## config.mk

```make
export PLATFORM = sky130hd
export DESIGN_NAME = seq_pattern_detector_flat
export DESIGN_NICKNAME = d
export VERILOG_FILES = /design/src/rtl/seq_pattern_detector_pkg.sv /design/src/rtl/seq_pattern_detector_if.sv /design/src/rtl/seq_pattern_detector_sat_counter.sv /design/src/rtl/seq_pattern_detector.sv /design/src/flat_wrapper.sv
export SDC_FILE = /design/constraint.sdc
export NUM_CORES = 1
export LEC_CHECK = 0
export CORE_MARGIN = 8
export CORE_UTILIZATION = 35
export CTS_CLUSTER_SIZE = 24
export DETAILED_ROUTE_END_ITERATION = 12
export GPL_ROUTABILITY_DRIVEN = 0
export HOLD_SLACK_MARGIN = 0.02
export PLACE_DENSITY = 0.62
export SLEW_MARGIN = 10
export SYNTH_ARGS = -nofsm -noshare
export SYNTH_HDL_FRONTEND = slang
export SYNTH_HIERARCHICAL = 1
export SYNTH_SLANG_ARGS = --single-unit
```

## constraint.sdc

```tcl
create_clock -name clk -period 2.7 [get_ports clk]
set_input_delay 0.405 -clock clk [delete_from_list [all_inputs] [get_ports clk]]
set_output_delay 0.405 -clock clk [all_outputs]
set_load 0.01 [all_outputs]
```

## src/rtl/seq_pattern_detector_pkg.sv

```systemverilog
// Shared definitions for the sequence pattern detector: FSM state encoding
// and default parameter values.
package seq_det_pkg;

    typedef enum logic [1:0] {
        IDLE = 2'd0,
        FILL = 2'd1,
        HUNT = 2'd2
    } state_t;

    localparam int unsigned DEF_SYM_W   = 3;
    localparam int unsigned DEF_SEQ_LEN = 8;
    localparam int unsigned DEF_CNT_W   = 16;

endpackage

```

## src/rtl/seq_pattern_detector_if.sv

```systemverilog
// Control, symbol stream and result signals of the sequence pattern detector.
interface seq_pattern_detector_if
    import seq_det_pkg::*;
#(
    parameter int unsigned SYM_W   = DEF_SYM_W,
    parameter int unsigned SEQ_LEN = DEF_SEQ_LEN,
    parameter int unsigned CNT_W   = DEF_CNT_W
);
    logic                     arm;
    logic                     disarm;
    logic [SEQ_LEN*SYM_W-1:0] pattern;
    logic                     overlap_en;
    logic                     in_valid;
    logic [SYM_W-1:0]         in_data;
    logic                     clear_cnt;
    logic                     match;
    logic [CNT_W-1:0]         match_count;
    logic                     cnt_sat;
    logic                     busy;

    modport master (
        output arm, disarm, pattern, overlap_en, in_valid, in_data, clear_cnt,
        input  match, match_count, cnt_sat, busy
    );

    modport slave (
        input  arm, disarm, pattern, overlap_en, in_valid, in_data, clear_cnt,
        output match, match_count, cnt_sat, busy
    );

endinterface

```

## src/rtl/seq_pattern_detector_sat_counter.sv

```systemverilog
// Saturating event counter with a sticky flag set on the increment that
// reaches full scale; clr has priority over inc.
module sat_counter #(
    parameter int unsigned CNT_W = 16
) (
    input  logic             clk,
    input  logic             reset_n,
    input  logic             inc,
    input  logic             clr,
    output logic [CNT_W-1:0] count,
    output logic             sat
);
    localparam logic [CNT_W-1:0] MAX = '1;

    logic [CNT_W-1:0] r_count;
    logic             r_sat;
    logic [CNT_W-1:0] w_next;

    assign w_next = r_count + 1'b1;

    always_ff @(posedge clk or negedge reset_n) begin
        if (!reset_n) begin
            r_count <= '0;
            r_sat   <= 1'b0;
        end else if (clr) begin
            r_count <= '0;
            r_sat   <= 1'b0;
        end else if (inc && (r_count != MAX)) begin
            r_count <= w_next;
            if (w_next == MAX)
                r_sat <= 1'b1;
        end
    end

    assign count = r_count;
    assign sat   = r_sat;

endmodule

```

## src/rtl/seq_pattern_detector.sv

```systemverilog
// Sliding-window symbol sequence detector with optional overlapping matches
// and a saturating match counter.
module seq_pattern_detector
    import seq_det_pkg::*;
#(
    parameter int unsigned SYM_W   = DEF_SYM_W,
    parameter int unsigned SEQ_LEN = DEF_SEQ_LEN,
    parameter int unsigned CNT_W   = DEF_CNT_W
) (
    input logic                  clk,
    input logic                  reset_n,
    seq_pattern_detector_if.slave bus
);
    localparam int unsigned PAT_W  = SEQ_LEN * SYM_W;
    localparam int unsigned HIST_W = (SEQ_LEN - 1) * SYM_W;
    localparam int unsigned FILL_W = $clog2(SEQ_LEN);
    localparam logic [FILL_W-1:0] FILL_LAST = FILL_W'(SEQ_LEN - 1);

    state_t              r_state;
    logic [HIST_W-1:0]   r_hist;
    logic [PAT_W-1:0]    r_pattern;
    logic                r_overlap;
    logic [FILL_W-1:0]   r_fill;
    logic                r_match;

    logic                w_accept;
    logic                w_hit;
    logic                w_match_now;
    logic [PAT_W-1:0]    w_window;
    logic [HIST_W-1:0]   w_hist_shift;

    // Oldest held symbol sits in the low bits, so the window lines up with
    // the pattern layout (symbol 0 at bit 0) and shifting drops the low symbol.
    assign w_window     = {bus.in_data, r_hist};
    assign w_hist_shift = w_window[PAT_W-1:SYM_W];
    assign w_hit        = (w_window == r_pattern);
    assign w_accept     = bus.in_valid && !bus.arm && !bus.disarm && (r_state != IDLE);
    assign w_match_now  = w_accept && (r_state == HUNT) && w_hit;

    always_ff @(posedge clk or negedge reset_n) begin
        if (!reset_n) begin
            r_state   <= IDLE;
            r_hist    <= '0;
            r_pattern <= '0;
            r_overlap <= 1'b0;
            r_fill    <= '0;
            r_match   <= 1'b0;
        end else begin
            r_match <= w_match_now;
            if (bus.arm) begin
                r_state   <= FILL;
                r_pattern <= bus.pattern;
                r_overlap <= bus.overlap_en;
                r_hist    <= '0;
                r_fill    <= '0;
            end else if (bus.disarm) begin
                r_state <= IDLE;
            end else if (w_accept) begin
                case (r_state)
                    FILL: begin
                        r_hist <= w_hist_shift;
                        r_fill <= r_fill + 1'b1;
                        if (r_fill + 1'b1 == FILL_LAST)
                            r_state <= HUNT;
                    end
                    HUNT: begin
                        if (w_hit && !r_overlap) begin
                            r_hist  <= '0;
                            r_fill  <= '0;
                            r_state <= FILL;
                        end else begin
                            r_hist <= w_hist_shift;
                        end
                    end
                    default: ;
                endcase
            end
        end
    end

    sat_counter #(
        .CNT_W(CNT_W)
    ) u_sat_counter (
        .clk     (clk),
        .reset_n (reset_n),
        .inc     (w_match_now),
        .clr     (bus.clear_cnt),
        .count   (bus.match_count),
        .sat     (bus.cnt_sat)
    );

    assign bus.match = r_match;
    assign bus.busy  = (r_state != IDLE);

endmodule

```

## src/flat_wrapper.sv

```systemverilog
// flat-port wrapper written by rule: the top's interface ports become plain ports
module seq_pattern_detector_flat import seq_det_pkg::*;
#(
    parameter int unsigned SYM_W   = DEF_SYM_W,
    parameter int unsigned SEQ_LEN = DEF_SEQ_LEN,
    parameter int unsigned CNT_W   = DEF_CNT_W
)
  (clk, reset_n, bus_arm, bus_disarm, bus_pattern, bus_overlap_en, bus_in_valid, bus_in_data, bus_clear_cnt, bus_match, bus_match_count, bus_cnt_sat, bus_busy);
  seq_pattern_detector_if #(.SYM_W(SYM_W), .SEQ_LEN(SEQ_LEN), .CNT_W(CNT_W)) bus_i ();
  input logic clk;
  input logic reset_n;
  input wire logic [$bits(bus_i.arm)-1:0] bus_arm;
  input wire logic [$bits(bus_i.disarm)-1:0] bus_disarm;
  input wire logic [$bits(bus_i.pattern)-1:0] bus_pattern;
  input wire logic [$bits(bus_i.overlap_en)-1:0] bus_overlap_en;
  input wire logic [$bits(bus_i.in_valid)-1:0] bus_in_valid;
  input wire logic [$bits(bus_i.in_data)-1:0] bus_in_data;
  input wire logic [$bits(bus_i.clear_cnt)-1:0] bus_clear_cnt;
  output wire logic [$bits(bus_i.match)-1:0] bus_match;
  output wire logic [$bits(bus_i.match_count)-1:0] bus_match_count;
  output wire logic [$bits(bus_i.cnt_sat)-1:0] bus_cnt_sat;
  output wire logic [$bits(bus_i.busy)-1:0] bus_busy;
  assign bus_i.arm = bus_arm;
  assign bus_i.disarm = bus_disarm;
  assign bus_i.pattern = bus_pattern;
  assign bus_i.overlap_en = bus_overlap_en;
  assign bus_i.in_valid = bus_in_valid;
  assign bus_i.in_data = bus_in_data;
  assign bus_i.clear_cnt = bus_clear_cnt;
  assign bus_match = bus_i.match;
  assign bus_match_count = bus_i.match_count;
  assign bus_cnt_sat = bus_i.cnt_sat;
  assign bus_busy = bus_i.busy;
  seq_pattern_detector #(.SYM_W(SYM_W), .SEQ_LEN(SEQ_LEN), .CNT_W(CNT_W)) u_core (.clk(clk), .reset_n(reset_n), .bus(bus_i));
endmodule
```

==> impl_metrics.env, run 1 <==
export IMPL_outcome="complete, no violations"
export IMPL_io_buffers=52
export IMPL_fin_crit_ns=2.306
export IMPL_wl_per_cell_um=15.56
export IMPL_clock_sinks=69
export IMPL_cts_made_buffers=9
export IMPL_post_route_util_pct=44.06
export IMPL_first_global_vias=2730
export IMPL_vias=2519
export IMPL_core_um2=10090
export IMPL_h_tree_depth=3
export IMPL_drc=0
export IMPL_async_flop_share_pct=100.0
export IMPL_finalSetupViolations=0
export IMPL_synth_area_top_cells="dfrtp_1 48%, mux2_2 7.6%, xnor2_1 7.1%"
export IMPL_seq_area_frac_synth_pct=48.47
export IMPL_synth_top_family_by_area="simple AND/OR/NAND/NOR gates"
export IMPL_drive_gt1_share_pct=18.18
export IMPL_synth_edff_count=0
export IMPL_nets=399
export IMPL_hold_viol=0
export IMPL_hold_path_class="primary input to asynchronous set/reset pin"
export IMPL_grt_max_degree=30
export IMPL_n_antenna_cell=0
export IMPL_synth_seq_cells=69
export IMPL_drtIter0Drc=75
export IMPL_rsz0062_at_grt="no"
export IMPL_worstPathArrival_ns=2.56
export IMPL_yosysWarnings=6
export IMPL_crit_path_max_fanout=4
export IMPL_critPathCaptureType="register"
export IMPL_dieWidth_um=116.9
export IMPL_cpPeakStageDelay_ns=0.50
export IMPL_clock_fmax_mhz=433.6
export IMPL_synth_top_area_share_pct=48.47
export IMPL_syn_nets=339
export IMPL_critPathRequiredTime_ns=2.95
export IMPL_ir_worst_vdd_mv=0.3035
export IMPL_layout_commonest_cell="dfrtp_1"
export IMPL_leakage_nw=1.816
export IMPL_tritoncts="yes"
export IMPL_ant_nets=0
export IMPL_clock_path_buffers=2
export IMPL_synth_compound_area_share_pct=12.93
export IMPL_layout_common_cells="69 x dfrtp_1, 51 x clkdlybuf4s50_1, 29 x xnor2_1"
export IMPL_antenna_found_initial=0
export IMPL_area_growth_pct=24.83
export IMPL_synth_top_area_cell="dfrtp_1"
export IMPL_synth_area_um2=3562
export IMPL_critPathKind="primary input to register"
export IMPL_synth_mux_area_share_pct=7.868
export IMPL_power_density_nw_per_um2=504.9
export IMPL_insertion_delay_ns=0.34
export IMPL_synthAdderAreaFrac_pct=2.459
export IMPL_synthXorXnorAreaFrac_pct=9.835
export IMPL_fp_row_count=37
export IMPL_postSynthCellCount=298
export IMPL_postSynthAreaPerCell_um2=11.95
export IMPL_die_h_um=116.9
export IMPL_fin_tns_setup_ns=0
export IMPL_maxCapViolations=0
export IMPL_clkSlewWorstSetupHoldPaths_ns=0.08
export IMPL_grt_overflow=0
export IMPL_io_pins=53
export IMPL_relSlewSlack_pct=46.72
export IMPL_ys_types=54
export IMPL_worstMarginPinSlew_ns=0.7992
export IMPL_worstPathCellList="clkdlybuf4s50_1 > xnor2_1 > nand4_1 > nor4_4 > and4_1 > buf_4 > o21ai_4 > or4_1 > a21oi_1"
export IMPL_grt_first_pass_wirelength_um=13280
export IMPL_synth_ff_type="dfrtp_1"
export IMPL_slew_viol_final=0
export IMPL_start_util_pct=35.30
export IMPL_dieArea_um2=13660
export IMPL_wirelength_um=7763
export IMPL_start_kind="primary input"
export IMPL_grt_use_total_pct=12.27
export IMPL_finClkSkew_ns=0.01297
export IMPL_dp_hpwl_um=5715
export IMPL_slowest_stage="clkdlybuf4s50_1"
export IMPL_synthSimpleGateAreaFrac_pct=14.61
export IMPL_finalCritPeriodShare_pct=85.41
export IMPL_dr_pass1_iters=4
export IMPL_viasPerCell=5.048
export IMPL_cts_root_buffer="clkbuf_8"
## report_power, final
group	switching, mW	internal [mW]
sequential	0.0328	1.07
combinational	0.0872	0.116
clock	0.385	0.549
total	0.505	1.74
## logic make-up after synthesis
kind of cell,count (synthesis)
AND/OR/NAND/NOR,79
adder cells (fa/ha/maj),7
multiplexers,25
XOR/XNOR,40
buffers and inverters,22
flip-flops,69
AO/OA/AOI/OAI,56
## sequential cells by signal, indices dropped and copies added (netlist names)
name,cells
u_core/u_sat_counter/sat,1
u_core/u_sat_counter/count,16
u_core/bus.match,1
u_core/r_overlap,1
u_core/r_hist,21
u_core/r_fill,3
u_core/r_state,2
u_core/r_pattern,24
## critical path: cells and delay by family
family                 cells  cell delay, ns
AND/OR/NAND/NOR            4            1.14
buffers and inverters      2            0.66
AO/OA/AOI/OAI              2            0.21
XOR/XNOR                   1            0.13
## Yosys cell counts (4+ instances only)
cell type	number
nand2_1	10
o31ai_1	5
o21ai_0	4
nor2_1	19
o211ai_1	4
mux2_2	24
inv_1	9
nand3_1	5
xor2_1	11
a21oi_1	5
a22o_1	21
ha_1	7
and4_1	4
buf_6	4
and3_1	4
nand4_1	9
dfrtp_1	69
xnor2_1	29
nor3_1	4
## routing by layer
layer	GRT usage, %	vias up	routed length (um)
met5	0	-	0
met4	4.352	0	104
met3	2.925	9	419
met2	19.99	50	3692
met1	15.56	1248	3547
li1	-	1212	-
## final timing paths
check	startpoint	end	slack [ns]	cells past startpoint
min in group clk	u_core/r_hist[1]$_DFFE_PN0P_	u_core/r_hist[1]$_DFFE_PN0P_	0.53	1
hold / removal	reset_n	u_core/u_sat_counter/count[11]$_DFFE_PN0P_	0.51	2
setup reg to reg	u_core/r_pattern[6]$_DFFE_PN0P_	u_core/u_sat_counter/count[5]$_DFFE_PN0P_	0.47	8
max in group asynchronous	reset_n	u_core/r_pattern[9]$_DFFE_PN0P_	1.49	3
setup / recovery	bus_in_data[1]	u_core/u_sat_counter/count[5]$_DFFE_PN0P_	0.39	9
hold reg to reg	u_core/r_hist[1]$_DFFE_PN0P_	u_core/r_hist[1]$_DFFE_PN0P_	0.53	1
## metrics by stage
step	power (mW)	instances	setup slack (ns)	hold WS [ns]	cell area [um2]
6_report	2.245	499	0.3939	0.5126	4447
3_3_place_gp	1.331	482	0.08967	0.3315	4213
3_5_place_dp	1.335	482	0.03167	0.3303	4213
2_1_floorplan	1.232	298	0.5714	0.1094	3562
4_1_cts	2.286	499	0.3894	0.5018	4447
5_1_grt	2.361	499	0.2480	0.5263	4447
## timing repair
item | in CTS | in global routing
resized for setup | 0 | 0
buffers inserted | 0 | 0
hold buffers | 1 | 0
endpoints found under the hold margin | 12 | 0
## cell type report
type                       instances  area [um2]
clock buffer                      11       141.4
inverter                           9       33.78
sequential                        69        1727
clock inverter                     5       82.58
tap                              136       170.2
fill                            1001        5645
multi-input combinational        207        1699
timing repair buffer              62       593.1
No activity file was read; power rests on OpenSTA's default activity.
==> inputs of run 2 (changes only) <==
CORE_UTILIZATION = 54   (was 35)
PLACE_DENSITY = 0.86   (was 0.62)
==> run 2 against run 1 <==
Clock skew fell by 0.0026 ns; hold slack got worse by 0.27 ns; register-to-register slack got worse by 0.13 ns; sequential share of layout area rose by 0.81 points; sequential power barely moved; global-route usage rose by 4.4 points; critical path depth did not move; critical path type unchanged; via count rose by 2.4%; sequential cell count did not move; wire length fell by 1.1%; die area fell by 31%; clock power barely moved.
==> impl_metrics.env, run 2 (synthesis gave the netlist of run 1 again) <==
export IMPL_start_util_pct=56.10
export IMPL_drive_gt1_share_pct=18.28
export IMPL_finClkSkew_ns=0.01039
export IMPL_cts_setup_buffers=0
export IMPL_dieWidth_um=97.22
export IMPL_design_area_um2=4355
export IMPL_grtUsageMet3_pct=4.125
export IMPL_power_density_nw_per_um2=515.1
export IMPL_crit_path_max_fanout=4
export IMPL_finalCritPeriodShare_pct=91.01
export IMPL_outcome="complete, no violations"
export IMPL_core_um2=6350
export IMPL_grt_first_pass_wirelength_um=13170
export IMPL_grt_max_degree=70
export IMPL_fin_crit_ns=2.457
export IMPL_top_register="u_core/r_pattern"
export IMPL_start_kind="primary input"
export IMPL_tritoncts="yes"
export IMPL_cts_resized=0
export IMPL_post_dp_cell_area_um2=4131
export IMPL_grt_use_total_pct=16.71
export IMPL_drc=0
export IMPL_layout_commonest_cell="dfrtp_1"
export IMPL_worstMarginPinSlew_ns=0.8581
export IMPL_wl_per_cell_um=17.52
export IMPL_grt_overflow=0
export IMPL_critPathRequiredTime_ns=2.96
export IMPL_fp_row_count=29
export IMPL_viasPerCell=5.890
export IMPL_dieArea_um2=9452
export IMPL_clkSlewWorstSetupHoldPaths_ns=0.07
export IMPL_leakage_nw=1.805
export IMPL_n_antenna_cell=0
export IMPL_dp_hpwl_um=5425
export IMPL_post_route_util_pct=68.59
export IMPL_clock_fmax_mhz=407.0
export IMPL_ir_worst_vdd_mv=0.3872
export IMPL_io_buffers=52
export IMPL_worstPathArrival_ns=2.72
export IMPL_grt_busiest_layer="met2"
export IMPL_cts_made_buffers=9
export IMPL_cts_root_buffer="clkbuf_8"
export IMPL_maxCapViolations=0
export IMPL_h_tree_depth=3
export IMPL_power_mw=2.244
export IMPL_critPathKind="primary input to register"
export IMPL_drtIter0Drc=105
export IMPL_hold_viol=0
export IMPL_layout_common_cells="69 x dfrtp_1, 51 x clkdlybuf4s50_1, 29 x xnor2_1"
export IMPL_use_met1_pct=18.39
export IMPL_grt_use_met2_pct=29.53
export IMPL_postCtsHoldBufs=0
export IMPL_critPathCaptureType="register"
export IMPL_nets=397
export IMPL_clock_sinks=69
export IMPL_relSlewSlack_pct=42.79
export IMPL_first_global_vias=2758
export IMPL_insertion_delay_ns=0.34
export IMPL_layout_cells_non_filler=438
export IMPL_largest_reg_flops=24
export IMPL_finalSetupViolations=0
export IMPL_die_h_um=97.22
export IMPL_io_pins=53
export IMPL_antenna_found_initial=0
export IMPL_vias=2580
export IMPL_rsz0062_at_grt="no"
export IMPL_hold_worst_slack_ns=0.2385
export IMPL_slew_viol_final=0
export IMPL_clock_path_buffers=2
export IMPL_wirelength_um=7674
export IMPL_dp_cells=422
export IMPL_area_growth_pct=22.27
export IMPL_hold_path_class="primary input to asynchronous set/reset pin"
export IMPL_ant_nets=0
export IMPL_dr_pass1_iters=4
run 2: cell types whose count changed in the layout (fill, tap and decap cells not counted):
cell / change
buf_4: -1
clkinvlp_4: +1
clkinv_2: +1
dlygate4sd3_1: -1
clkbuf_1: -1
inv_6: -1
run 2: metrics by stage:
stage                     TNS [ns]  worst slack, ns
after global routing             0           0.2124
final                            0           0.2427
after floorplan                  0           0.5714
after global placement           0           0.1012
after detailed placement  -0.09509         -0.05774
after CTS                        0           0.2523
run 2: area by class of cell:
type                            count  area, um2
Clock inverter                      6      86.33
Timing Repair Buffer               60      575.6
Fill cell                         458       1994
Multi-Input combinational cell    207       1699
Tap cell                           77      96.34
Inverter                            9      33.78
Sequential cell                    69       1727
Clock buffer                       10      137.6
run 2: final timing paths:
kind | start | end | slack [ns] | cells past startpoint
worst min-delay path | reset_n | u_core/u_sat_counter/count[0]$_DFFE_PN0P_ | 0.24 | 2
worst min register to register | u_core/r_pattern[15]$_DFFE_PN0P_ | u_core/r_pattern[15]$_DFFE_PN0P_ | 0.53 | 1
worst max-delay path | bus_in_data[1] | u_core/u_sat_counter/count[6]$_DFFE_PN0P_ | 0.24 | 9
worst max register to register | u_core/r_pattern[11]$_DFFE_PN0P_ | u_core/u_sat_counter/count[6]$_DFFE_PN0P_ | 0.34 | 8
min in group clk | u_core/r_pattern[15]$_DFFE_PN0P_ | u_core/r_pattern[15]$_DFFE_PN0P_ | 0.53 | 1
max in group asynchronous | reset_n | u_core/r_fill[1]$_DFFE_PN0P_ | 1.89 | 2
run 2: where the power goes:
group	switching (mW)	internal, mW	total, mW	leakage [nW]
Combinational	0.0875	0.114	0.202	0.789
Sequential	0.0340	1.07	1.11	0.903
Clock	0.389	0.543	0.933	0.112
Total	0.511	1.73	2.24	1.80
run 2: critical path, cell delays in order:
cell and delay, ns:
clkdlybuf4s50_1 0.51, xnor2_1 0.14, nand4_1 0.17, nor4_4 0.35, and4_1 0.35, buf_4 0.17, o21ai_4 0.06, or4_1 0.40
a21oi_1 0.16
run 2: routing by layer:
layer / up-vias / routed length (um)
met3: 15 / 427
met2: 70 / 4014
li1: 1213 / -
met5: - / 0
met1: 1282 / 3080
met4: 0 / 151
